File: config.mk
export PLATFORM = sky130hd
export DESIGN_NAME = boot_loader_6502
export DESIGN_NICKNAME = d
export VERILOG_FILES = /design/src/rtl/boot_loader_6502_pkg.sv /design/src/rtl/boot_loader_6502_timeout_counter.sv /design/src/rtl/boot_loader_6502.sv
export SDC_FILE = /design/constraint.sdc
export NUM_CORES = 1
export LEC_CHECK = 0
export BUFFER_PORTS_ARGS = -buffer_cell sky130_fd_sc_hd__buf_2
export CORE_UTILIZATION = 51
export DETAILED_ROUTE_END_ITERATION = 6
export GPL_ROUTABILITY_DRIVEN = 0
export HOLD_SLACK_MARGIN = 0.02
export PLACE_DENSITY = 0.69
export RECOVER_POWER = 50
export SLEW_MARGIN = 10
export SYNTH_ARGS = -nofsm -noshare
export SYNTH_HDL_FRONTEND = slang
export SYNTH_SLANG_ARGS = --single-unit
export TNS_END_PERCENT = 50
File: constraint.sdc
create_clock -name clk_i -period 5.33 [get_ports clk_i]
set_input_delay 0.533 -clock clk_i [delete_from_list [all_inputs] [get_ports clk_i]]
set_output_delay 0.533 -clock clk_i [all_outputs]
set_load 0.005 [all_outputs]
File: src/rtl/boot_loader_6502_pkg.sv
// Shared types and constants for the 6502 boot loader: FSM states, error codes
// and host-bus register offsets.
package boot_loader_6502_pkg;

    typedef enum logic [2:0] {
        ST_IDLE    = 3'd0,
        ST_LEN_LO  = 3'd1,
        ST_LEN_HI  = 3'd2,
        ST_OFF_LO  = 3'd3,
        ST_OFF_HI  = 3'd4,
        ST_PAYLOAD = 3'd5,
        ST_CHECK   = 3'd6
    } loader_state_t;

    localparam logic [1:0] ERR_NONE     = 2'd0;
    localparam logic [1:0] ERR_CHECKSUM = 2'd1;
    localparam logic [1:0] ERR_RANGE    = 2'd2;
    localparam logic [1:0] ERR_TIMEOUT  = 2'd3;

    localparam int CPU_RESET_OFS = 0;
    localparam int RAM_START_OFS = 2;

    // Running frame checksum: plain 8-bit modular sum.
    function automatic logic [7:0] sum8(input logic [7:0] acc, input logic [7:0] b);
        return acc + b;
    endfunction

endpackage

File: src/rtl/boot_loader_6502_timeout_counter.sv
// Inter-byte idle watchdog: counts enabled cycles since the last clear and
// flags expiry once TimeoutCycles idle cycles have elapsed.
module loader_timeout_counter #(
    parameter int TimeoutCycles = 50000000
) (
    input  logic clk_i,
    input  logic reset_i,
    input  logic clear_i,
    input  logic enable_i,
    output logic expired_o
);

    localparam int CW = $clog2(TimeoutCycles + 1);
    localparam logic [CW-1:0] LAST = CW'(TimeoutCycles - 1);

    logic [CW-1:0] r_count;

    // Idle-cycle counter; saturates at the limit until the owner leaves busy.
    always_ff @(posedge clk_i) begin
        if (reset_i) begin
            r_count <= '0;
        end else if (clear_i || !enable_i) begin
            r_count <= '0;
        end else if (r_count != LAST) begin
            r_count <= r_count + {{(CW-1){1'b0}}, 1'b1};
        end else begin
            r_count <= r_count;
        end
    end

    assign expired_o = enable_i && !clear_i && (r_count == LAST);

endmodule

File: src/rtl/boot_loader_6502.sv
// Host-bus loader for the 6502 subsystem: parses a framed byte stream, holds the
// CPU in reset, copies the payload into CPU RAM and releases the CPU on a good checksum.
module boot_loader_6502
    import boot_loader_6502_pkg::*;
#(
    parameter int          BaseAddress   = 0,
    parameter int          address_width = 15,
    parameter int          data_width    = 16,
    parameter int          RamBytes      = 4102,
    parameter logic [7:0]  SyncByte      = 8'hA5,
    parameter int          TimeoutCycles = 50000000
) (
    input  logic                     clk_i,
    input  logic                     reset_i,
    input  logic [7:0]               rx_data_i,
    input  logic                     rx_valid_i,
    output logic [address_width-1:0] address_o,
    output logic [data_width-1:0]    data_o,
    output logic                     rd_wr_o,
    output logic                     busy_o,
    output logic                     done_o,
    output logic                     error_o,
    output logic [1:0]               err_code_o,
    output logic                     cpu_held_o
);

    localparam logic [address_width-1:0] CPU_RESET_ADDR = address_width'(BaseAddress + CPU_RESET_OFS);
    localparam logic [address_width-1:0] RAM_START_ADDR = address_width'(BaseAddress + RAM_START_OFS);
    localparam logic [data_width-1:0]    DATA_ONE       = data_width'(1);
    localparam logic [16:0]              RAM_LIMIT      = 17'(RamBytes);

    loader_state_t             r_state,   w_state_nxt;
    logic [15:0]               r_len,     w_len_nxt;
    logic [15:0]               r_off,     w_off_nxt;
    logic [15:0]               r_idx,     w_idx_nxt;
    logic [7:0]                r_sum,     w_sum_nxt;
    logic [address_width-1:0]  r_address, w_address_nxt;
    logic [data_width-1:0]     r_data,    w_data_nxt;
    logic                      r_rd_wr,   w_rd_wr_nxt;
    logic                      r_busy,    w_busy_nxt;
    logic                      r_done,    w_done_nxt;
    logic                      r_error,   w_error_nxt;
    logic [1:0]                r_err_code, w_err_code_nxt;
    logic                      r_cpu_held, w_cpu_held_nxt;

    logic                      w_expired;
    logic [15:0]               w_off_full;
    logic [16:0]               w_span;
    logic [7:0]                w_sum_in;
    logic [address_width-1:0]  w_payload_addr;

    loader_timeout_counter #(
        .TimeoutCycles (TimeoutCycles)
    ) u_timeout (
        .clk_i     (clk_i),
        .reset_i   (reset_i),
        .clear_i   (rx_valid_i),
        .enable_i  (r_busy),
        .expired_o (w_expired)
    );

    assign w_off_full     = {rx_data_i, r_off[7:0]};
    assign w_span         = {1'b0, w_off_full} + {1'b0, r_len};
    assign w_sum_in       = sum8(r_sum, rx_data_i);
    // Range check at OFF_HI guarantees this sum never wraps.
    assign w_payload_addr = RAM_START_ADDR + address_width'(r_off) + address_width'(r_idx);

    // Frame FSM next-state and next bus/status values; bus defaults to idle.
    always_comb begin
        w_state_nxt    = r_state;
        w_len_nxt      = r_len;
        w_off_nxt      = r_off;
        w_idx_nxt      = r_idx;
        w_sum_nxt      = r_sum;
        w_address_nxt  = '0;
        w_data_nxt     = '0;
        w_rd_wr_nxt    = 1'b0;
        w_busy_nxt     = r_busy;
        w_done_nxt     = 1'b0;
        w_error_nxt    = r_error;
        w_err_code_nxt = r_err_code;
        w_cpu_held_nxt = r_cpu_held;

        if (r_busy && w_expired) begin
            w_state_nxt    = ST_IDLE;
            w_busy_nxt     = 1'b0;
            w_error_nxt    = 1'b1;
            w_err_code_nxt = ERR_TIMEOUT;
        end else if (rx_valid_i) begin
            case (r_state)
                ST_IDLE: begin
                    if (rx_data_i == SyncByte) begin
                        w_state_nxt    = ST_LEN_LO;
                        w_busy_nxt     = 1'b1;
                        w_error_nxt    = 1'b0;
                        w_err_code_nxt = ERR_NONE;
                        w_len_nxt      = 16'd0;
                        w_off_nxt      = 16'd0;
                        w_idx_nxt      = 16'd0;
                        w_sum_nxt      = 8'd0;
                    end else begin
                        w_state_nxt = ST_IDLE;
                    end
                end
                ST_LEN_LO: begin
                    w_len_nxt   = {r_len[15:8], rx_data_i};
                    w_sum_nxt   = w_sum_in;
                    w_state_nxt = ST_LEN_HI;
                end
                ST_LEN_HI: begin
                    w_len_nxt   = {rx_data_i, r_len[7:0]};
                    w_sum_nxt   = w_sum_in;
                    w_state_nxt = ST_OFF_LO;
                end
                ST_OFF_LO: begin
                    w_off_nxt   = {r_off[15:8], rx_data_i};
                    w_sum_nxt   = w_sum_in;
                    w_state_nxt = ST_OFF_HI;
                end
                ST_OFF_HI: begin
                    w_off_nxt = w_off_full;
                    w_sum_nxt = w_sum_in;
                    if (w_span > RAM_LIMIT) begin
                        w_state_nxt    = ST_IDLE;
                        w_busy_nxt     = 1'b0;
                        w_error_nxt    = 1'b1;
                        w_err_code_nxt = ERR_RANGE;
                    end else begin
                        w_rd_wr_nxt    = 1'b1;
                        w_address_nxt  = CPU_RESET_ADDR;
                        w_data_nxt     = DATA_ONE;
                        w_cpu_held_nxt = 1'b1;
                        w_state_nxt    = (r_len == 16'd0) ? ST_CHECK : ST_PAYLOAD;
                    end
                end
                ST_PAYLOAD: begin
                    w_rd_wr_nxt   = 1'b1;
                    w_address_nxt = w_payload_addr;
                    w_data_nxt    = data_width'(rx_data_i);
                    w_sum_nxt     = w_sum_in;
                    w_idx_nxt     = r_idx + 16'd1;
                    if ((r_idx + 16'd1) == r_len) begin
                        w_state_nxt = ST_CHECK;
                    end else begin
                        w_state_nxt = ST_PAYLOAD;
                    end
                end
                ST_CHECK: begin
                    w_state_nxt = ST_IDLE;
                    w_busy_nxt  = 1'b0;
                    if (w_sum_in == 8'd0) begin
                        w_rd_wr_nxt    = 1'b1;
                        w_address_nxt  = CPU_RESET_ADDR;
                        w_data_nxt     = '0;
                        w_cpu_held_nxt = 1'b0;
                        w_done_nxt     = 1'b1;
                    end else begin
                        w_error_nxt    = 1'b1;
                        w_err_code_nxt = ERR_CHECKSUM;
                    end
                end
                default: begin
                    w_state_nxt = ST_IDLE;
                    w_busy_nxt  = 1'b0;
                end
            endcase
        end else begin
            w_state_nxt = r_state;
        end
    end

    // State and registered outputs; reset leaves the bus idle so the CPU reset register keeps its value.
    always_ff @(posedge clk_i) begin
        if (reset_i) begin
            r_state    <= ST_IDLE;
            r_len      <= 16'd0;
            r_off      <= 16'd0;
            r_idx      <= 16'd0;
            r_sum      <= 8'd0;
            r_address  <= '0;
            r_data     <= '0;
            r_rd_wr    <= 1'b0;
            r_busy     <= 1'b0;
            r_done     <= 1'b0;
            r_error    <= 1'b0;
            r_err_code <= ERR_NONE;
            r_cpu_held <= 1'b0;
        end else begin
            r_state    <= w_state_nxt;
            r_len      <= w_len_nxt;
            r_off      <= w_off_nxt;
            r_idx      <= w_idx_nxt;
            r_sum      <= w_sum_nxt;
            r_address  <= w_address_nxt;
            r_data     <= w_data_nxt;
            r_rd_wr    <= w_rd_wr_nxt;
            r_busy     <= w_busy_nxt;
            r_done     <= w_done_nxt;
            r_error    <= w_error_nxt;
            r_err_code <= w_err_code_nxt;
            r_cpu_held <= w_cpu_held_nxt;
        end
    end

    assign address_o  = r_address;
    assign data_o     = r_data;
    assign rd_wr_o    = r_rd_wr;
    assign busy_o     = r_busy;
    assign done_o     = r_done;
    assign error_o    = r_error;
    assign err_code_o = r_err_code;
    assign cpu_held_o = r_cpu_held;

endmodule
==> flow_metrics.env <==
export IMPL_diodes=0
export IMPL_crit_type="in -> reg"
export IMPL_drt_wl_total_mm=17.0
export IMPL_drive_above_1_share_pct=8.73
export IMPL_synth_area_per_cell_um2=8.08
export IMPL_cts_sinks=114
export IMPL_hold_class="reg -> reg"
export IMPL_num_rows=41
export IMPL_grt_pass1_vias=5893
export IMPL_utilization_pct=59.6
export IMPL_fillers=1188
export IMPL_worst_ep_arrival_time_ns=4.04
export IMPL_grt_first_pass_wirelength_mm=28.3
export IMPL_final_antenna_net_count=0
export IMPL_clock_root_buffer="clkbuf_16"
export IMPL_gr_usage_all_layers_pct=25.1
export IMPL_synthArstFlopShare_pct=0
export IMPL_ys_seq_area_share_pct=33.5
export IMPL_multi_input_area_um2=4260
export IMPL_cts_made_buffers=17
export IMPL_vias=6181
export IMPL_first_iter_violations=659
export IMPL_power_per_cell_area_nw_per_um2=262
export IMPL_grt_antenna_before_repair=0
export IMPL_required_ns=5.59
export IMPL_firstDrtPassIters=5
export IMPL_htreeDepth=4
export IMPL_timing_fmax_mhz=264
export IMPL_p_seq_share_pct=42.6
export IMPL_slew_headroom_pct=-93.7
export IMPL_cp_slowest_stage_delay_ns=2.02
export IMPL_rsz0062_at_grt="no"
export IMPL_worstSkewPairLatency_ns=0.42
export IMPL_vias_per_cell=5.86
export IMPL_final_min_clock_period_ns=3.79
export IMPL_cts_setup_buffers=0
export IMPL_cts_hold_buffers_added=0
export IMPL_cp_slowest_cell="clkbuf_1"
export IMPL_synth_edf_count=0
export IMPL_die_area_um2=13800
export IMPL_drc=0
export IMPL_end_kind="flop"
export IMPL_post_cts_resized=0
export IMPL_initial_utilization_pct=53.2
export IMPL_die_height_um=118
export IMPL_cts_tree="done"
export IMPL_fin_nets=935
export IMPL_place_inst=1022
export IMPL_area_growth_pct=12.0
export IMPL_yosysWarnings=0
export IMPL_path_cells="buf_2, clkbuf_1, inv_1, nand3_1, nor2_1"
export IMPL_gr_total_overflow=0
export IMPL_period_share_pct=71.1
export IMPL_combinationalPowerShare_pct=2.7
export IMPL_final_instance_count_excl_fill=1054
export IMPL_fin_tns_setup_ns=0
export IMPL_ys_flop_type="dfxtp_1"
export IMPL_dp_hpwl_mm=12.3
export IMPL_hold_viol_final=0
export IMPL_skew_ns=0.00710
export IMPL_power_leakage_nw=2.93
export IMPL_maxCapViolations=1
export IMPL_tightest_slew_ns=2.90
export IMPL_p_sw_w=0.000463
export IMPL_portBuffers=40
export IMPL_routedWlPerCell_um=16.1
export IMPL_setup_violations=0
export IMPL_synth_seq_cells=114
export IMPL_netlist_instances=844
export IMPL_clk_pin_slew_ns=0.06
export IMPL_critPathMaxFanout=63
export IMPL_violations="max-capacitance violations, max-slew violations"
export IMPL_coreArea_um2=12800
export IMPL_slew_violations=64
export IMPL_p_clk_share_pct=54.6
export IMPL_grt_max_degree=64
export IMPL_syn_cell_area_um2=6820
export IMPL_num_io_pins=49
export IMPL_synth_cell_types=65
export IMPL_swShare_pct=23.1
export IMPL_dieWidth_um=118
export IMPL_seq_area_um2=2280
export IMPL_total_power_w=0.00200
export IMPL_start_kind="primary input"
export IMPL_outcome="complete, but fails checks"
export IMPL_cts_buffer_depth=2
export IMPL_peakVddDrop_mv=0.191
export IMPL_p_int_w=0.00154
## placed cells by master (no fill, tap or decap), types with 14 or more instances in the layout
cell / n
inv_1: 26
a22oi_1: 16
nor2_1: 107
or3_1: 14
nand3_1: 55
a21oi_1: 64
ha_1: 52
clkbuf_16: 17
buf_2: 30
nor3_1: 30
o21ai_0: 28
nand4_1: 15
nand2_1: 62
xnor2_1: 32
dfxtp_1: 114
xor2_1: 34
## metal layers
layer  GRT usage, %  part of all wire, %  vias up
met2           40.6                   47      237
met4           9.62                  1.8        0
met1           32.6                   44     2857
met3           5.57                  7.5       36
met5              0                    0        -
li1               -                    -     3051
## worst max-delay path: cells and delay by family
family	cells	cell delay, ns
buffers and inverters	3	2.46
AND/OR/NAND/NOR	2	0.97
## Yosys cell counts (15+ instances only)
cell | number | area (um2)
xor2_1 | 34 | 298
nor3_1 | 30 | 150
nand4_1 | 15 | 93.8
nand3_1 | 55 | 275
o21ai_0 | 29 | 145
ha_1 | 52 | 651
a22oi_1 | 16 | 120
nand2_1 | 62 | 233
inv_1 | 26 | 97.6
a21oi_1 | 64 | 320
clkbuf_1 | 31 | 116
xnor2_1 | 32 | 280
dfxtp_1 | 114 | 2280
nor2_1 | 107 | 402
## cell type report
class / count / share of cell area (%)
multi-input combinational: 667 / 55.8
sequential: 114 / 29.9
clock buffer: 19 / 5.93
tap: 172 / 2.82
timing repair buffer: 42 / 2.60
clock inverter: 13 / 1.67
inverter: 27 / 1.33
## flip-flops by register name, indices dropped and copies added (netlist names)
signal	count
address_o	15
busy_o	1
cpu_held_o	1
data_o	8
done_o	1
err_code_o	2
error_o	1
r_idx	16
r_len	16
r_off	15
r_state	3
r_sum	8
rd_wr_o	1
u_timeout.r_count	26
## cell families after synthesis
family	after synthesis	synth area share, %
and+or+nand+nor	358	25.8
AOI/OAI and AO/OA	174	16.4
DFF	114	33.5
buffers and inverters	70	4.42
xor gates and xnor gates	66	8.48
adders and majority gates	55	10.4
muxes	6	0.899
other	1	0.0550
## power by group through the flow
stage / combinational [W] / sequential, W / clock, W
after floorplan: 0.0000372 / 0.000871 / 0
after global placement: 0.0000515 / 0.000871 / 0
after detailed placement: 0.0000529 / 0.000871 / 0
after CTS: 0.0000532 / 0.000853 / 0.00111
after global routing: 0.0000595 / 0.000853 / 0.00114
final: 0.0000545 / 0.000853 / 0.00109
## per-stage QoR
| stage | worst slack (ns) | hold WS, ns | area (um2) |
|---|---|---|---|
| after floorplan | 2.29 | 0.436 | 6840 |
| after global placement | 1.92 | 0.454 | 7070 |
| after detailed placement | 1.74 | 0.453 | 7070 |
| after CTS | 1.79 | 0.461 | 7650 |
| after global routing | 1.24 | 0.485 | 7640 |
| final | 1.54 | 0.467 | 7640 |
## final timing paths
path | startpoint | endpoint | slack [ns] | cells past startpoint
worst min-delay path | r_off[13] | r_off[13] | 0.47 | 2
worst min register to register | r_off[13] | r_off[13] | 0.47 | 2
worst max-delay path | reset_i | u_timeout.r_count[23] | 1.54 | 5
worst max register to register | r_len[0] | err_code_o[0] | 1.64 | 12
Note: power is estimated with default switching activity, not from simulation.
